### src/rtl/icache_refill_axi_if.sv
// Refill port bundle: the cache-side line request/grant plus the AXI4 read channels.
// The master modport is the refill engine; the slave modport is its environment.
interface icache_refill_axi_if #(
    parameter int OFFSET_LEN = 5
);
    localparam int WORDS = 1 << (OFFSET_LEN - 2);

    logic                   mem_read_req;
    logic [31:0]            mem_addr;
    logic                   mem_gnt;
    logic [WORDS-1:0][31:0] ins;
    logic                   refill_err;

    logic [3:0]             arid;
    logic [31:0]            araddr;
    logic [7:0]             arlen;
    logic [2:0]             arsize;
    logic [1:0]             arburst;
    logic                   arvalid;
    logic                   arready;

    logic [3:0]             rid;
    logic [31:0]            rdata;
    logic [1:0]             rresp;
    logic                   rlast;
    logic                   rvalid;
    logic                   rready;

    modport master (
        input  mem_read_req, mem_addr, arready, rid, rdata, rresp, rlast, rvalid,
        output mem_gnt, ins, refill_err, arid, araddr, arlen, arsize, arburst, arvalid, rready
    );

    modport slave (
        output mem_read_req, mem_addr, arready, rid, rdata, rresp, rlast, rvalid,
        input  mem_gnt, ins, refill_err, arid, araddr, arlen, arsize, arburst, arvalid, rready
    );
endinterface

### src/rtl/icache_refill_axi.sv
// ICache line-refill engine: one AXI4 INCR burst per request, words assembled into a line buffer.
// Handshakes: a transfer happens on a cycle where valid and ready are both high; valid never depends on ready.
module icache_refill_axi #(
    parameter int         OFFSET_LEN = 5,
    parameter logic [3:0] AXI_ID     = 4'd0
) (
    input  logic                   clk,
    input  logic                   rst,
    icache_refill_axi_if.master    bus,
    output logic [1:0]             state_o
);
    localparam int WORDS = 1 << (OFFSET_LEN - 2);
    localparam int CW    = OFFSET_LEN - 2;

    localparam logic [1:0] IDLE = 2'd0;
    localparam logic [1:0] AR   = 2'd1;
    localparam logic [1:0] R    = 2'd2;
    localparam logic [1:0] DONE = 2'd3;

    logic [1:0]             state_q, state_d;
    logic [CW-1:0]          cnt_q, cnt_d;
    logic                   err_q, err_d;
    logic [31:0]            araddr_q, araddr_d;
    logic [WORDS-1:0][31:0] ins_q, ins_d;
    logic                   last_idx;

    assign last_idx = (cnt_q == CW'(WORDS - 1));

    always_comb begin
        state_d  = state_q;
        cnt_d    = cnt_q;
        err_d    = err_q;
        araddr_d = araddr_q;
        ins_d    = ins_q;
        case (state_q)
            IDLE: begin
                if (bus.mem_read_req) begin
                    araddr_d = {bus.mem_addr[31:OFFSET_LEN], {OFFSET_LEN{1'b0}}};
                    cnt_d    = '0;
                    err_d    = 1'b0;
                    state_d  = AR;
                end
            end
            AR: begin
                if (bus.arready) state_d = R;
            end
            R: begin
                // rready is high for the whole of R, so rvalid alone marks a beat.
                if (bus.rvalid) begin
                    ins_d[cnt_q] = bus.rdata;
                    cnt_d        = cnt_q + 1'b1;
                    if (bus.rresp != 2'b00) err_d = 1'b1;
                    if (bus.rlast) begin
                        if (!last_idx) err_d = 1'b1;
                        state_d = DONE;
                    end else if (last_idx) begin
                        err_d   = 1'b1;
                        state_d = DONE;
                    end
                end
            end
            default: state_d = IDLE;
        endcase
    end

    always_ff @(posedge clk) begin
        if (rst) begin
            state_q  <= IDLE;
            cnt_q    <= '0;
            err_q    <= 1'b0;
            araddr_q <= '0;
            ins_q    <= '0;
        end else begin
            state_q  <= state_d;
            cnt_q    <= cnt_d;
            err_q    <= err_d;
            araddr_q <= araddr_d;
            ins_q    <= ins_d;
        end
    end

    assign bus.arvalid    = (state_q == AR);
    assign bus.rready     = (state_q == R);
    assign bus.mem_gnt    = (state_q == DONE);
    assign bus.refill_err = (state_q == DONE) && err_q;
    assign bus.ins        = ins_q;
    assign bus.araddr     = araddr_q;
    assign bus.arid       = AXI_ID;
    assign bus.arlen      = 8'(WORDS - 1);
    assign bus.arsize     = 3'b010;
    assign bus.arburst    = 2'b01;
    assign state_o        = state_q;

    logic unused_bits;
    assign unused_bits = ^{bus.rid, bus.mem_addr[OFFSET_LEN-1:0]};
endmodule

### src/flat_wrapper.sv
// flat-port wrapper written by rule: the top's interface ports become plain ports
module icache_refill_axi_flat 
#(
    parameter int         OFFSET_LEN = 5,
    parameter logic [3:0] AXI_ID     = 4'd0
)
  (clk, rst, state_o, bus_mem_read_req, bus_mem_addr, bus_arready, bus_rid, bus_rdata, bus_rresp, bus_rlast, bus_rvalid, bus_mem_gnt, bus_ins, bus_refill_err, bus_arid, bus_araddr, bus_arlen, bus_arsize, bus_arburst, bus_arvalid, bus_rready);
  icache_refill_axi_if #(.OFFSET_LEN(OFFSET_LEN)) bus_i ();
  input  logic clk;
  input  logic rst;
  output logic [1:0] state_o;
  input wire logic [$bits(bus_i.mem_read_req)-1:0] bus_mem_read_req;
  input wire logic [$bits(bus_i.mem_addr)-1:0] bus_mem_addr;
  input wire logic [$bits(bus_i.arready)-1:0] bus_arready;
  input wire logic [$bits(bus_i.rid)-1:0] bus_rid;
  input wire logic [$bits(bus_i.rdata)-1:0] bus_rdata;
  input wire logic [$bits(bus_i.rresp)-1:0] bus_rresp;
  input wire logic [$bits(bus_i.rlast)-1:0] bus_rlast;
  input wire logic [$bits(bus_i.rvalid)-1:0] bus_rvalid;
  output wire logic [$bits(bus_i.mem_gnt)-1:0] bus_mem_gnt;
  output wire logic [$bits(bus_i.ins)-1:0] bus_ins;
  output wire logic [$bits(bus_i.refill_err)-1:0] bus_refill_err;
  output wire logic [$bits(bus_i.arid)-1:0] bus_arid;
  output wire logic [$bits(bus_i.araddr)-1:0] bus_araddr;
  output wire logic [$bits(bus_i.arlen)-1:0] bus_arlen;
  output wire logic [$bits(bus_i.arsize)-1:0] bus_arsize;
  output wire logic [$bits(bus_i.arburst)-1:0] bus_arburst;
  output wire logic [$bits(bus_i.arvalid)-1:0] bus_arvalid;
  output wire logic [$bits(bus_i.rready)-1:0] bus_rready;
  assign bus_i.mem_read_req = bus_mem_read_req;
  assign bus_i.mem_addr = bus_mem_addr;
  assign bus_i.arready = bus_arready;
  assign bus_i.rid = bus_rid;
  assign bus_i.rdata = bus_rdata;
  assign bus_i.rresp = bus_rresp;
  assign bus_i.rlast = bus_rlast;
  assign bus_i.rvalid = bus_rvalid;
  assign bus_mem_gnt = bus_i.mem_gnt;
  assign bus_ins = bus_i.ins;
  assign bus_refill_err = bus_i.refill_err;
  assign bus_arid = bus_i.arid;
  assign bus_araddr = bus_i.araddr;
  assign bus_arlen = bus_i.arlen;
  assign bus_arsize = bus_i.arsize;
  assign bus_arburst = bus_i.arburst;
  assign bus_arvalid = bus_i.arvalid;
  assign bus_rready = bus_i.rready;
  icache_refill_axi #(.OFFSET_LEN(OFFSET_LEN), .AXI_ID(AXI_ID)) u_core (.clk(clk), .rst(rst), .bus(bus_i), .state_o(state_o));
endmodule
### config.mk
export PLATFORM = sky130hd
export DESIGN_NAME = icache_refill_axi_flat
export DESIGN_NICKNAME = d
export VERILOG_FILES = /design/src/rtl/icache_refill_axi_if.sv /design/src/rtl/icache_refill_axi.sv /design/src/flat_wrapper.sv
export SDC_FILE = /design/constraint.sdc
export NUM_CORES = 1
export LEC_CHECK = 0
export BUFFER_PORTS_ARGS = -buffer_cell sky130_fd_sc_hd__buf_2
export CAP_MARGIN = 20
export CORE_ASPECT_RATIO = 1.75
export CORE_MARGIN = 2
export CORE_UTILIZATION = 39
export CTS_CLUSTER_DIAMETER = 40
export DETAILED_ROUTE_END_ITERATION = 6
export GPL_ROUTABILITY_DRIVEN = 0
export PLACE_DENSITY = 0.78
export SLEW_MARGIN = 20
export SYNTH_ARGS = -nofsm -noshare
export SYNTH_HDL_FRONTEND = slang
export SYNTH_SLANG_ARGS = --single-unit
export TNS_END_PERCENT = 20
### constraint.sdc
create_clock -name clk -period 5.2 [get_ports clk]
set_clock_uncertainty 0.05 [all_clocks]
set_input_delay 0.78 -clock clk [delete_from_list [all_inputs] [get_ports clk]]
set_output_delay 0.78 -clock clk [all_outputs]
set_load 0.005 [all_outputs]
==> impl_metrics.py <==
metrics = {
    "sta": {
        "tns_ps": 0,
        "finalHoldViolations": 0,
        "period_share_pct": 50.18,
        "finalSetupViolCount": 0,
        "worst_pin_slew_ps": 1041,
        "drv_slew": 0,
        "rsz0062_at_grt": "false",
        "fin_crit_ps": 2610,
        "fmax_ghz": 0.3832,
        "hold-worst-slack_ps": 399.3,
        "slew_headroom_pct": 30.43,
    },
    "clock_network": {
        "numClockSinks": 289,
        "cts_tree": "built",
        "hold_buffers": 0,
        "clockRootBuffer": "clkbuf_16",
        "clock_path_buffers": 3,
        "postCtsSetupBuffers": 0,
        "clock_latency_ps": 540,
        "ctsResizeCount": 0,
        "cts_made_buffers": 29,
        "htreeDepth": 1,
        "path_clk_slew_ps": 60,
    },
    "routing": {
        "vias_per_cell": 5.112,
        "drtIter0Drc": 627,
        "drt-pass1-iter-count": 5,
        "vias": 10010,
        "wl_um": 35050,
        "wl_per_cell_um": 17.90,
        "drt.antenna.violating_nets": 0,
        "drc": 0,
    },
    "yosys": {
        "synth_top_cell_by_area": "dfxtp_1",
        "yosys-top-cells-area": "dfxtp_1 (55%), nand2_1 (20%), a21oi_1 (14%)",
        "synth_cell_types": 29,
        "synth.ff_latch_count": 289,
        "syn_area_mm2": 0.01049,
        "yosysWarnings": 0,
        "syn_area_per_cell_um2": 7.779,
        "syn_inst": 1349,
        "synth_seq_area_share_pct": 55.13,
        "yosysTopAreaCellShare_pct": 55.13,
    },
    "floorplan": {
        "rows": 79,
        "coreArea_mm2": 0.02649,
        "die_width_um": 128,
        "dieArea_mm2": 0.02829,
        "initial_core_util_pct": 39.61,
        "die_h_um": 221.0,
        "io_pins": 387,
    },
    "final_layout": {
        "area_growth_pct": 25.49,
        "ff_latch_area_mm2": 0.005786,
        "fin_nets": 1695,
        "multi_input_area_mm2": 0.004088,
        "final_layout_size_suffix_gt1_share_pct": 26.07,
        "instances_no_fill": 1958,
        "mostFrequentLayoutCell": "nand2_1",
        "n_fill_cell": 2494,
        "diodes": 0,
        "final_cell_mix": "nand2_1 (569), buf_2 (354), dfxtp_1 (289)",
    },
    "worst_hold_path": {
        "hold_path_class": "reg2reg",
        "worstHoldStart": "u_core.bus.ins[250]$_SDFFE_PP0P_",
        "hold_depth": 2,
        "min_to": "u_core.bus.ins[250]$_SDFFE_PP0P_",
    },
    "power_and_ir_drop": {
        "worst_ir_drop_vdd_uv": 313.6,
        "leakagePower_uw": 0.005561,
        "powerDensity_mw_per_mm2": 382.8,
    },
    "placement": {
        "dp_cells": 1906,
        "hpwl_um": 23500,
        "portBuffers": 355,
    },
    "outcome": {
        "status": "completed",
    },
    "worst_setup_path": {
        "worst-setup-path-type": "reg2reg",
        "reg2reg_slack_ps": 2590,
        "start_kind": "register",
        "required_ps": 5550,
        "reg2reg_depth": 7,
        "rr_endpoint": "u_core.bus.ins[78]$_SDFFE_PP0P_",
        "reg2reg_from": "u_core.state_o[0]$_SDFFE_PP0P_",
        "crit_path_end_kind": "register",
        "path_max_fanout": 19,
        "cp.arrival_ps": 2960,
    },
    "global_routing": {
        "grt_pass1_vias": 9341,
        "grt_usage_pct": 23.72,
        "overflow": 0,
        "grt_first_pass_wirelength_um": 52100,
        "antenna_found_initial": 0,
        "grt_max_degree": 152,
    },
    "job": {
        "drv_cap": 0,
    },
}
[metrics by stage]
stage / setup slack, ps / instance area (um2) / total power [uW] / util, %
floorplan: 3379 / 10570 / 2682 / -
global placement: 2655 / 12140 / 2845 / 45.83
detailed placement: 2623 / 12140 / 2861 / 45.83
CTS: 2605 / 13170 / 5069 / 49.71
global route: 2469 / 13170 / 5209 / 49.71
finish: 2590 / 13170 / 5042 / 49.71
[flip-flops by register name (all words and copies together) (netlist names)]
register / flops
u_core.bus.ins: 256
u_core.bus.araddr: 27
u_core.cnt_q: 3
u_core.state_o: 2
u_core.err_q: 1
[final cells by class]
type	count	area share [%]
clock buffer	39	6.176
tap	324	3.078
multi-input combinational	928	31.04
timing repair buffer	362	14.05
clock inverter	13	1.634
sequential	289	43.93
inverter	3	0.08551
[metal layers]
layer	vias up	GRT usage, %	wire (um)
met5	-	0	0
met4	0	13.51	2090
met3	120	3.723	2157
met2	493	43.54	18330
met1	4633	25.25	12470
li1	4764	-	-
[critical path, stage by stage, from the launching register on]
cell and delay [ps]:
dfxtp_1 340, inv_1 110, ha_1 420, nand3_2 330, or3_1 680, buf_4 340
nand2_1 100, a21oi_1 80
[logic make-up after synthesis]
| family | after synthesis | synth area share (%) |
|---|---|---|
| buf+inv | 152 | 7.178 |
| compound gates | 291 | 14.24 |
| fa+ha+maj | 6 | 0.7154 |
| simple gates | 606 | 22.39 |
| xor+xnor | 1 | 0.08348 |
| other cells | 2 | 0.07157 |
| flops | 289 | 55.13 |
| mux | 2 | 0.1908 |
[worst max path at each step]
stage,startpoint,endpoint,slack [ps]
floorplan,u_core.state_o[0]$_SDFFE_PP0P_,u_core.bus.ins[10]$_SDFFE_PP0P_,3380
global placement,bus_rvalid,u_core.bus.ins[75]$_SDFFE_PP0P_,2660
detailed placement,bus_rvalid,u_core.bus.ins[93]$_SDFFE_PP0P_,2620
CTS,u_core.state_o[0]$_SDFFE_PP0P_,u_core.bus.ins[78]$_SDFFE_PP0P_,2600
global route,u_core.state_o[0]$_SDFFE_PP0P_,u_core.bus.ins[53]$_SDFFE_PP0P_,2470
finish,u_core.state_o[0]$_SDFFE_PP0P_,u_core.bus.ins[78]$_SDFFE_PP0P_,2590
[power breakdown]
part           internal (uW)  leakage [uW]  switching (uW)
sequential              2280       0.00233            44.0
combinational            165       0.00273             322
clock                   1310      0.000499             914
[cell usage after synthesis, drive strengths merged]
library cell,instances
o211ai,1
a2111oi,1
clkbuf,47
nor3b,2
dfxtp,289
buf,102
xor2,1
and2,2
a21oi,284
inv,3
ha,6
nand3,1
nand3b,1
nor2b,3
o31ai,1
or2,7
nand2,569
a32oi,2
nand2b,2
o21a,1
or3,2
o21ai,1
nor2,14
mux2i,2
conb,2
nor3,3
Power figures use the tool's default switching activity.
